--- src/rtl/top_mod_pkg.sv ---
// Shared types and default sizes for the in-place RAM sorter (top_mod).
package top_mod_pkg;

  localparam int N_DEF = 8;
  localparam int K_DEF = 8;

  typedef enum logic [2:0] {
    IDLE   = 3'd0,
    LOAD_I = 3'd1,
    LOAD_J = 3'd2,
    CMP    = 3'd3,
    DONE   = 3'd4
  } state_t;

endpackage

--- src/rtl/top_mod_datapath.sv ---
// Sorter datapath: k x N RAM, A/B operand registers, i/j indices and comparator.
// Debug read port is enabled by defining TOP_MOD_DEBUG_READ_EN.
module top_mod_datapath
  import top_mod_pkg::*;
#(
  parameter int N = N_DEF,
  parameter int k = K_DEF
) (
  input  logic                 clk,
  input  logic                 rst,
  input  state_t               state,
  input  logic                 s,
  input  logic                 wrinit,
  input  logic [N-1:0]         din,
  input  logic [$clog2(k)-1:0] radd,
  input  logic                 rd,
  output logic [N-1:0]         dout,
  output logic                 i_last,
  output logic                 j_last
);

  localparam int AW = $clog2(k);
  localparam logic [AW-1:0] I_END = AW'(k - 2);
  localparam logic [AW-1:0] J_END = AW'(k - 1);

  logic [N-1:0]  RAM [k];
  logic [N-1:0]  a;
  logic [N-1:0]  b;
  logic [AW-1:0] i;
  logic [AW-1:0] j;
  logic          b_lt_a;

  assign b_lt_a = (b < a);
  assign i_last = (i == I_END);
  assign j_last = (j == J_END);

  always_ff @(posedge clk) begin
    if (rst) begin
      for (int m = 0; m < k; m++) RAM[m] <= '0;
      a <= '0;
      b <= '0;
      i <= '0;
      j <= '0;
    end else begin
      case (state)
        IDLE: begin
          if (wrinit) RAM[radd] <= din;
          if (s) i <= '0;
        end
        LOAD_I: begin
          a <= RAM[i];
          j <= i + 1'b1;
        end
        LOAD_J: b <= RAM[j];
        CMP: begin
          // A tracks the running minimum for slot i, so later compares see the swapped value
          if (b_lt_a) begin
            RAM[i] <= b;
            RAM[j] <= a;
            a      <= b;
          end
          if (!j_last)      j <= j + 1'b1;
          else if (!i_last) i <= i + 1'b1;
        end
        default: ;
      endcase
    end
  end

`ifdef TOP_MOD_DEBUG_READ_EN
  assign dout = rd ? RAM[radd] : '0;
`else
  logic unused_rd;
  assign unused_rd = rd;
  assign dout      = '0;
`endif

endmodule

--- src/rtl/top_mod.sv ---
// In-place ascending selection-exchange sorter over a k x N RAM; FSM lives here.
// Optional debug read port: define TOP_MOD_DEBUG_READ_EN.
module top_mod
  import top_mod_pkg::*;
#(
  parameter int N = N_DEF,
  parameter int k = K_DEF
) (
  input  logic                 clk,
  input  logic                 rst_n,
  input  logic                 s,
  input  logic [N-1:0]         DataIn,
  input  logic [$clog2(k)-1:0] RAdd,
  input  logic                 Wrinit,
  input  logic                 Rd,
  output logic                 done,
  output logic [N-1:0]         DataOut
);

  state_t state;
  logic   i_last;
  logic   j_last;

  // rst_n is active-high despite its name
  always_ff @(posedge clk) begin
    if (rst_n) begin
      state <= IDLE;
      done  <= 1'b0;
    end else begin
      case (state)
        IDLE:   if (s) state <= LOAD_I;
        LOAD_I: state <= LOAD_J;
        LOAD_J: state <= CMP;
        CMP: begin
          if (!j_last)      state <= LOAD_J;
          else if (!i_last) state <= LOAD_I;
          else begin
            state <= DONE;
            done  <= 1'b1;
          end
        end
        DONE: begin
          if (!s) begin
            state <= IDLE;
            done  <= 1'b0;
          end
        end
        default: begin
          state <= IDLE;
          done  <= 1'b0;
        end
      endcase
    end
  end

  top_mod_datapath #(.N(N), .k(k)) datapath (
    .clk    (clk),
    .rst    (rst_n),
    .state  (state),
    .s      (s),
    .wrinit (Wrinit),
    .din    (DataIn),
    .radd   (RAdd),
    .rd     (Rd),
    .dout   (DataOut),
    .i_last (i_last),
    .j_last (j_last)
  );

endmodule

--- config.mk ---
export PLATFORM = sky130hd
export DESIGN_NAME = top_mod
export DESIGN_NICKNAME = d
export VERILOG_FILES = /design/src/rtl/top_mod_pkg.sv /design/src/rtl/top_mod_datapath.sv /design/src/rtl/top_mod.sv
export SDC_FILE = /design/constraint.sdc
export NUM_CORES = 1
export LEC_CHECK = 0
export CAP_MARGIN = 20
export CELL_PAD_IN_SITES_DETAIL_PLACEMENT = 0
export CELL_PAD_IN_SITES_GLOBAL_PLACEMENT = 1
export CORE_ASPECT_RATIO = 0.9
export CORE_UTILIZATION = 29
export DETAILED_ROUTE_END_ITERATION = 7
export GPL_TIMING_DRIVEN = 1
export PLACE_DENSITY_LB_ADDON = 0.1
export SKIP_CTS_REPAIR_TIMING = 1
export SLEW_MARGIN = 25
export SYNTH_ARGS = -nofsm -noshare
export SYNTH_HDL_FRONTEND = slang
export SYNTH_SLANG_ARGS = --single-unit
--- constraint.sdc ---
create_clock -name clk -period 1.8 [get_ports clk]
set_input_delay 0.36 -clock clk [delete_from_list [all_inputs] [get_ports clk]]
set_output_delay 0.36 -clock clk [all_outputs]
set_load 0.01 [all_outputs]
==> results list, run 1 <==
- Number of slew-limit violations in the final report: 0
* # Max-Cap Violations: 0
- The final-report hold violation count is 0.
* Synth async-reset ratio: 0%
- Post-synthesis register bit count: 10
- Final setup fails: 0
- During I/O placement, the number of pins put on the boundary was 25.
- Clock latency at the later pin of the worst-skew pair: 0.27 ns
- Summed over all layers, the routed wires come to 1.08 mm.
- Type of the worst setup path: reg -> reg
* Critical path launch point type: flip-flop
- Crit path buf inv count: 0
- Final period demand of the worst path: 1.63 ns
- TritonCTS built the clock tree.
- For this run, the detailed router's first-pass iteration total came to 4.
- Placed wire-length estimate: 773 um
- The repair_antennas step left the layout with diodes totalling 0.
* Number of clock sinks: 10
- In this run the worst path has a maximum fanout of 4.
* Worst hold path startpoint: datapath.j[2]
- In this run, synthesis inferred 0 flip-flops with an integrated enable.
* Layout overhead on the synthesized area: 10.3%
- Tightest Hold Check Type: reg -> reg
* Setup_tns: 0 ns
* Critical path cell sequence: ha_1 -> ha_1 -> and4b_2 -> a32oi_2 -> or3_1 -> a21oi_1
- For this run, design rule violations remaining after detail routing come to 0.
- In the final layout, the share of cells above drive strength 1 is 11.5%.
- In the routed layout, each cell is associated on average with a via count of 4.50.
* Post-synthesis cell area: 607 um^2
* Count of antenna-violating nets left after detailed routing: 0
* Nature of the critical path endpoint: flip-flop
- In the global route stage, overall resource usage came out at 11.7%.
- Footprint of the multi-input gates: 357 um^2
- Final layout net count: 99
- # port buffers: 3
- CTS built an H-tree with a depth of 1.
- Number of cell rows: 15
- Final worst path period share: 90.4%
- In this run the mean area of a mapped cell was 8.31 um^2.
* CP max stage cell: sky130_fd_sc_hd__dfxtp_1
* Leakage power: 0.277 nW
* Final weighted congestion of routability-driven global placement: 0.667
- The flow ran to the end, and the final reports show no timing, DRC or antenna violations.
- The routed layout has 463 vias.
* Sequential-to-total area share from yosys stat: 33.0%
* Max stage delay on crit path: 0.38 ns
* Maximum buffer depth of the clock tree: 2
- Most common cell after layout, fill and taps aside: sky130_fd_sc_hd__dfxtp_1
- Derived from the worst setup path, the maximum achievable clock frequency is 0.615 GHz.
- Data on the critical path is required at its endpoint by 1.99 ns.
- Drt first-iter violations: 17
- The worst-case IR drop observed on VDD is 0.369 mV.
* Beginning of the worst register-to-register path: datapath.j[0]
* Area of the core: 1950 um^2
- Filler instances: 208
- In the synthesized netlist, the number of instances is 73.
- Leading cell types in the layout, fill and taps excluded: sky130_fd_sc_hd__dfxtp_1 (10), sky130_fd_sc_hd__nor2_1 (9), sky130_fd_sc_hd__conb_1 (8), sky130_fd_sc_hd__a21oi_1 (6), sky130_fd_sc_hd__nand2_1 (5)
- By instance count, the cell type seen most on the critical path is sky130_fd_sc_hd__ha_1.
- Cell class contributing the biggest share of worst-path delay: simple AND/OR/NAND/NOR gates
* PwrDens: 749 nW/um^2
- Warnings from Yosys: 0
* Reg area: 200 um^2
* Count of distinct cell types in the synthesized netlist: 29
- The clock arrives with 0.00223 ns of skew.
* Unrepaired setup endpoints after global routing: no
* Antenna violations before repair: 0
- Die Width: 50.2 um
- After detailed placement, the total cell area comes to 633 um^2.
- After clock tree synthesis, the clock-pin slew on the worst setup and hold paths is 0.07 ns.
* Post-route design area: 669 um^2
* Y dimension of the die: 45.4 um
- Critical path startpoint: datapath.j[0]
- The most used flip-flop cell after synthesis is sky130_fd_sc_hd__dfxtp_1.
* Maximum number of pins on one net before global-route repair: 12
- Cell at the root of the clock tree: sky130_fd_sc_hd__clkbuf_4
* Arrival time worst endpoint: 1.82 ns
* Routed length per placed instance: 10.5 um
- Initial core utilization: 31.1%
* Global-route wire length before repair: 1.88 mm
- Total clock buffers created by CTS: 3
- Die Area: 2280 um^2
* GR Overflow Total: 0
- The number of global-route vias before repair came to 408.
## worst min-delay path, cell delays in order, from the launching register on
cell	delay (ns)
sky130_fd_sc_hd__dfxtp_1	0.32
sky130_fd_sc_hd__nand2b_1	0.07
sky130_fd_sc_hd__a21oi_1	0.05
## final cells by class
cell class                 count  area share [%]
clock buffer                   4            5.42
multi-input combinational     58            53.3
inverter                       2            1.12
timing repair buffer           4            5.61
tap                           25            4.67
sequential                    10            29.9
## flip-flops by register name, summed over array words and instances, names as in the netlist
| name | count |
|---|---|
| datapath.i | 3 |
| datapath.j | 3 |
| state | 3 |
| done | 1 |
## synthesized netlist by cell type, types with 2 or more instances
cell type	n	area share, %
sky130_fd_sc_hd__a21oi_1	6	4.9
sky130_fd_sc_hd__a2bb2oi_1	2	2.9
sky130_fd_sc_hd__buf_4	8	9.9
sky130_fd_sc_hd__dfxtp_1	10	33
sky130_fd_sc_hd__ha_1	4	8.2
sky130_fd_sc_hd__inv_1	2	1.2
sky130_fd_sc_hd__mux2i_1	2	3.3
sky130_fd_sc_hd__nand2_1	5	3.1
sky130_fd_sc_hd__nand3b_1	2	2.5
sky130_fd_sc_hd__nor2_1	9	5.6
sky130_fd_sc_hd__nor3_1	4	3.3
sky130_fd_sc_hd__o21ai_0	2	1.6
## path summary, 6_finish.rpt
check,to,slack (ns),depth (start not counted)
setup / recovery,datapath.i[1],0.17,6
hold / removal,datapath.j[2],0.48,2
setup reg to reg,datapath.i[1],0.17,6
hold reg to reg,datapath.j[2],0.48,2
## stage by stage
stage,std cells,setup slack [ns],hold WS [ns],power (mW),utilization (%)
floorplan,80,0.256,0.449,0.300,-
global placement,99,0.176,0.462,0.302,32.4
detailed placement,99,0.180,0.474,0.300,32.4
CTS,103,0.152,0.487,0.512,34.3
global route,103,0.0910,0.497,0.534,34.3
finish,103,0.173,0.479,0.501,34.3
## routing by layer
layer  share of wire, %  track usage (%)
met3                5.5             5.00
met2                 38             15.5
met5                  0                0
met4                1.1             5.14
met1                 55             16.2
## cells by family after synthesis
kind of cell    Yosys count  share of synthesized area (%)
fa+ha+maj                 4                           8.25
other cells               1                          0.618
buf+inv                  12                           12.6
simple gates             29                           25.2
flops                    10                           33.0
xor+xnor                  1                           1.44
mux                       2                           3.30
compound gates           14                           15.7
## power breakdown
group	internal, mW	switching [mW]
logic	0.0227	0.0305
clock network	0.123	0.0834
registers	0.229	0.0123
No activity file was read; power rests on OpenSTA's default activity.
==> run 2: changes to the inputs <==
Settings changed: CORE_UTILIZATION 29 to 31, SLEW_MARGIN 25 to unset.
Clock period 1.8 ns to 2 ns, I/O delays scaled along.
==> results list, run 2 (same netlist as run 1, synthesis figures left out) <==
* Run status: finished, final reports clean
- For this run, design rule violations remaining after detail routing come to 0.
- Die Area: 2140 um^2
* Arrival time worst endpoint: 1.79 ns
- In the final layout, the share of cells above drive strength 1 is 10.4%.
- By startpoint and endpoint, the worst setup path is classified as reg -> reg.
- The largest individual stage delay along the critical path comes from the cell sky130_fd_sc_hd__dfxtp_1.
- In this run the standard cell core region covers 1750 um^2.
* Final weighted congestion of routability-driven global placement: 0.744
- Setup violations remaining at the end of the flow were counted as 0.
* # Max-Cap Violations: 0
- In this run the tool buffered the top-level ports with 3 buffer cells.
* Number of clock sinks: 10
- Tot GR Track Use: 11.9%
- The die is 48.6 um wide.
- Clock Skews: 0.00508 ns
- Data required, critical path: 2.19 ns
- In this run the vertical extent of the chip is 44.0 um.
- On the worst path, the slowest cell contributes a delay of 0.37 ns.
- After detailed routing, the number of vias per cell comes to 4.74.
- Global-route wire length before repair: 1.85 mm
- Overall power: 0.402 mW
- Measured on the finished design, the core utilization comes to 37.4%.
- Tightest Hold Check Type: reg -> reg
- IR analysis of the VDD net gives a maximum drop of 0.353 mV.
* Count of pins on the block boundary: 25
- The number of global-route vias before repair came to 397.
* First-pass iteration count of the detailed router: 3
* Filler instances: 191
* Critical path launch point type: flip-flop
* Footprint of the multi-input gates: 357 um^2
- Count of antenna-violating nets left after detailed routing: 0
* Reg area: 200 um^2
- Clk slew on worst S/H paths: 0.06 ns
- Of all nets on the critical path, the largest fanout is 4.
- Number of endpoints with negative hold slack in the final report: 0
- Adding up every negative setup slack in the final design gives 0 ns.
- For this configuration, the core starts out at a cell density of 34.6%.
- Most common cell on crit path: sky130_fd_sc_hd__ha_1
* Routed length per placed instance: 10.6 um
- Maximum frequency from static timing analysis: 0.625 GHz
- CTS built an H-tree with a depth of 1.
- Leading cell types in the layout, fill and taps excluded: sky130_fd_sc_hd__dfxtp_1 (10), sky130_fd_sc_hd__nor2_1 (9), sky130_fd_sc_hd__conb_1 (8), sky130_fd_sc_hd__a21oi_1 (6), sky130_fd_sc_hd__nand2_1 (5)
- Maximum buffer depth of the clock tree: 2
- Global routing finished with a remaining overflow of 0.
- STA classifies the critical path endpoint as a flip-flop.
- Leaving out fill and tap cells, the most frequent cell in the layout is sky130_fd_sc_hd__dfxtp_1.
- TritonCTS built the clock tree.
* Number of slew-limit violations in the final report: 0
* Number of vias in the routed layout: 479
- The initial antenna violation count came to 0.
- Final period demand of the worst path: 1.60 ns
- In this run the static leakage power is 0.270 nW.
- Number of cell rows: 14
- Layout overhead on the synthesized area: 7.84%
- Dividing the final minimum period by the clock period gives 79.9%.
* Maximum number of pins on one net before global-route repair: 12
- Traced cell by cell, the critical path runs through ha_1 -> ha_1 -> and4b_2 -> a32oi_2 -> or3_1 -> a21oi_1.
* Largest registers in the final layout: datapath.i: 3 flops, datapath.j: 3 flops, state: 3 flops
* Total clock buffers created by CTS: 3
* Cell at the root of the clock tree: sky130_fd_sc_hd__clkbuf_4
- Placed wire-length estimate: 782 um
- The later pin in the worst-skew pair is clocked with a latency of 0.26 ns.
* Final layout net count: 99
- The number of antenna diodes in the final layout is 0.
- Overall routed net length: 1.07 mm
- Setup repair after global routing left no endpoint under its margin.
* Drt first-iter violations: 16
* PwrDens: 614 nW/um^2
[run 2: per-layer routing]
metal / track usage, % / vias up / routed length [um]
met5: 0 / - / 0
met4: 5.29 / 0 / 10
met3: 6.32 / 2 / 55
met2: 15.0 / 12 / 441
met1: 16.5 / 214 / 565
li1: - / 251 / -
[run 2: cell type report]
class | instances | share of cell area [%]
clock buffer | 3 | 3.44
inverter | 2 | 1.15
multi-input combinational | 58 | 54.5
sequential | 10 | 30.6
tap | 24 | 4.59
timing repair buffer | 4 | 5.74
[run 2: worst paths after layout]
check | from | endpoint | slack [ns] | depth (start not counted)
max | datapath.j[0] | datapath.i[1] | 0.40 | 6
min | datapath.i[1] | datapath.i[1] | 0.48 | 2
max reg2reg | datapath.j[0] | datapath.i[1] | 0.40 | 6
min reg2reg | datapath.i[1] | datapath.i[1] | 0.48 | 2
[run 2: worst max-delay path, delay by kind of cell (launching register included)]
kind | cells | cell delay (ns)
flops | 1 | 0.37
fa+ha+maj | 2 | 0.34
simple gates | 2 | 0.60
compound gates | 2 | 0.23
[run 2: report_power, final]
part           switching, mW  total [mW]  internal, mW
registers             0.0107       0.217         0.206
logic                 0.0289      0.0494        0.0205
clock network         0.0661       0.136        0.0694
total                  0.106       0.402         0.296
[run 2: stage by stage]
| stage | area (um^2) | hold WS [ns] | std cells | setup slack, ns |
|---|---|---|---|---|
| 2_1_floorplan | 633 | 0.449 | 80 | 0.456 |
| 3_3_place_gp | 632 | 0.466 | 98 | 0.385 |
| 3_5_place_dp | 632 | 0.475 | 98 | 0.383 |
| 4_1_cts | 654 | 0.484 | 101 | 0.401 |
| 5_1_grt | 654 | 0.522 | 101 | 0.309 |
| 6_report | 654 | 0.480 | 101 | 0.401 |
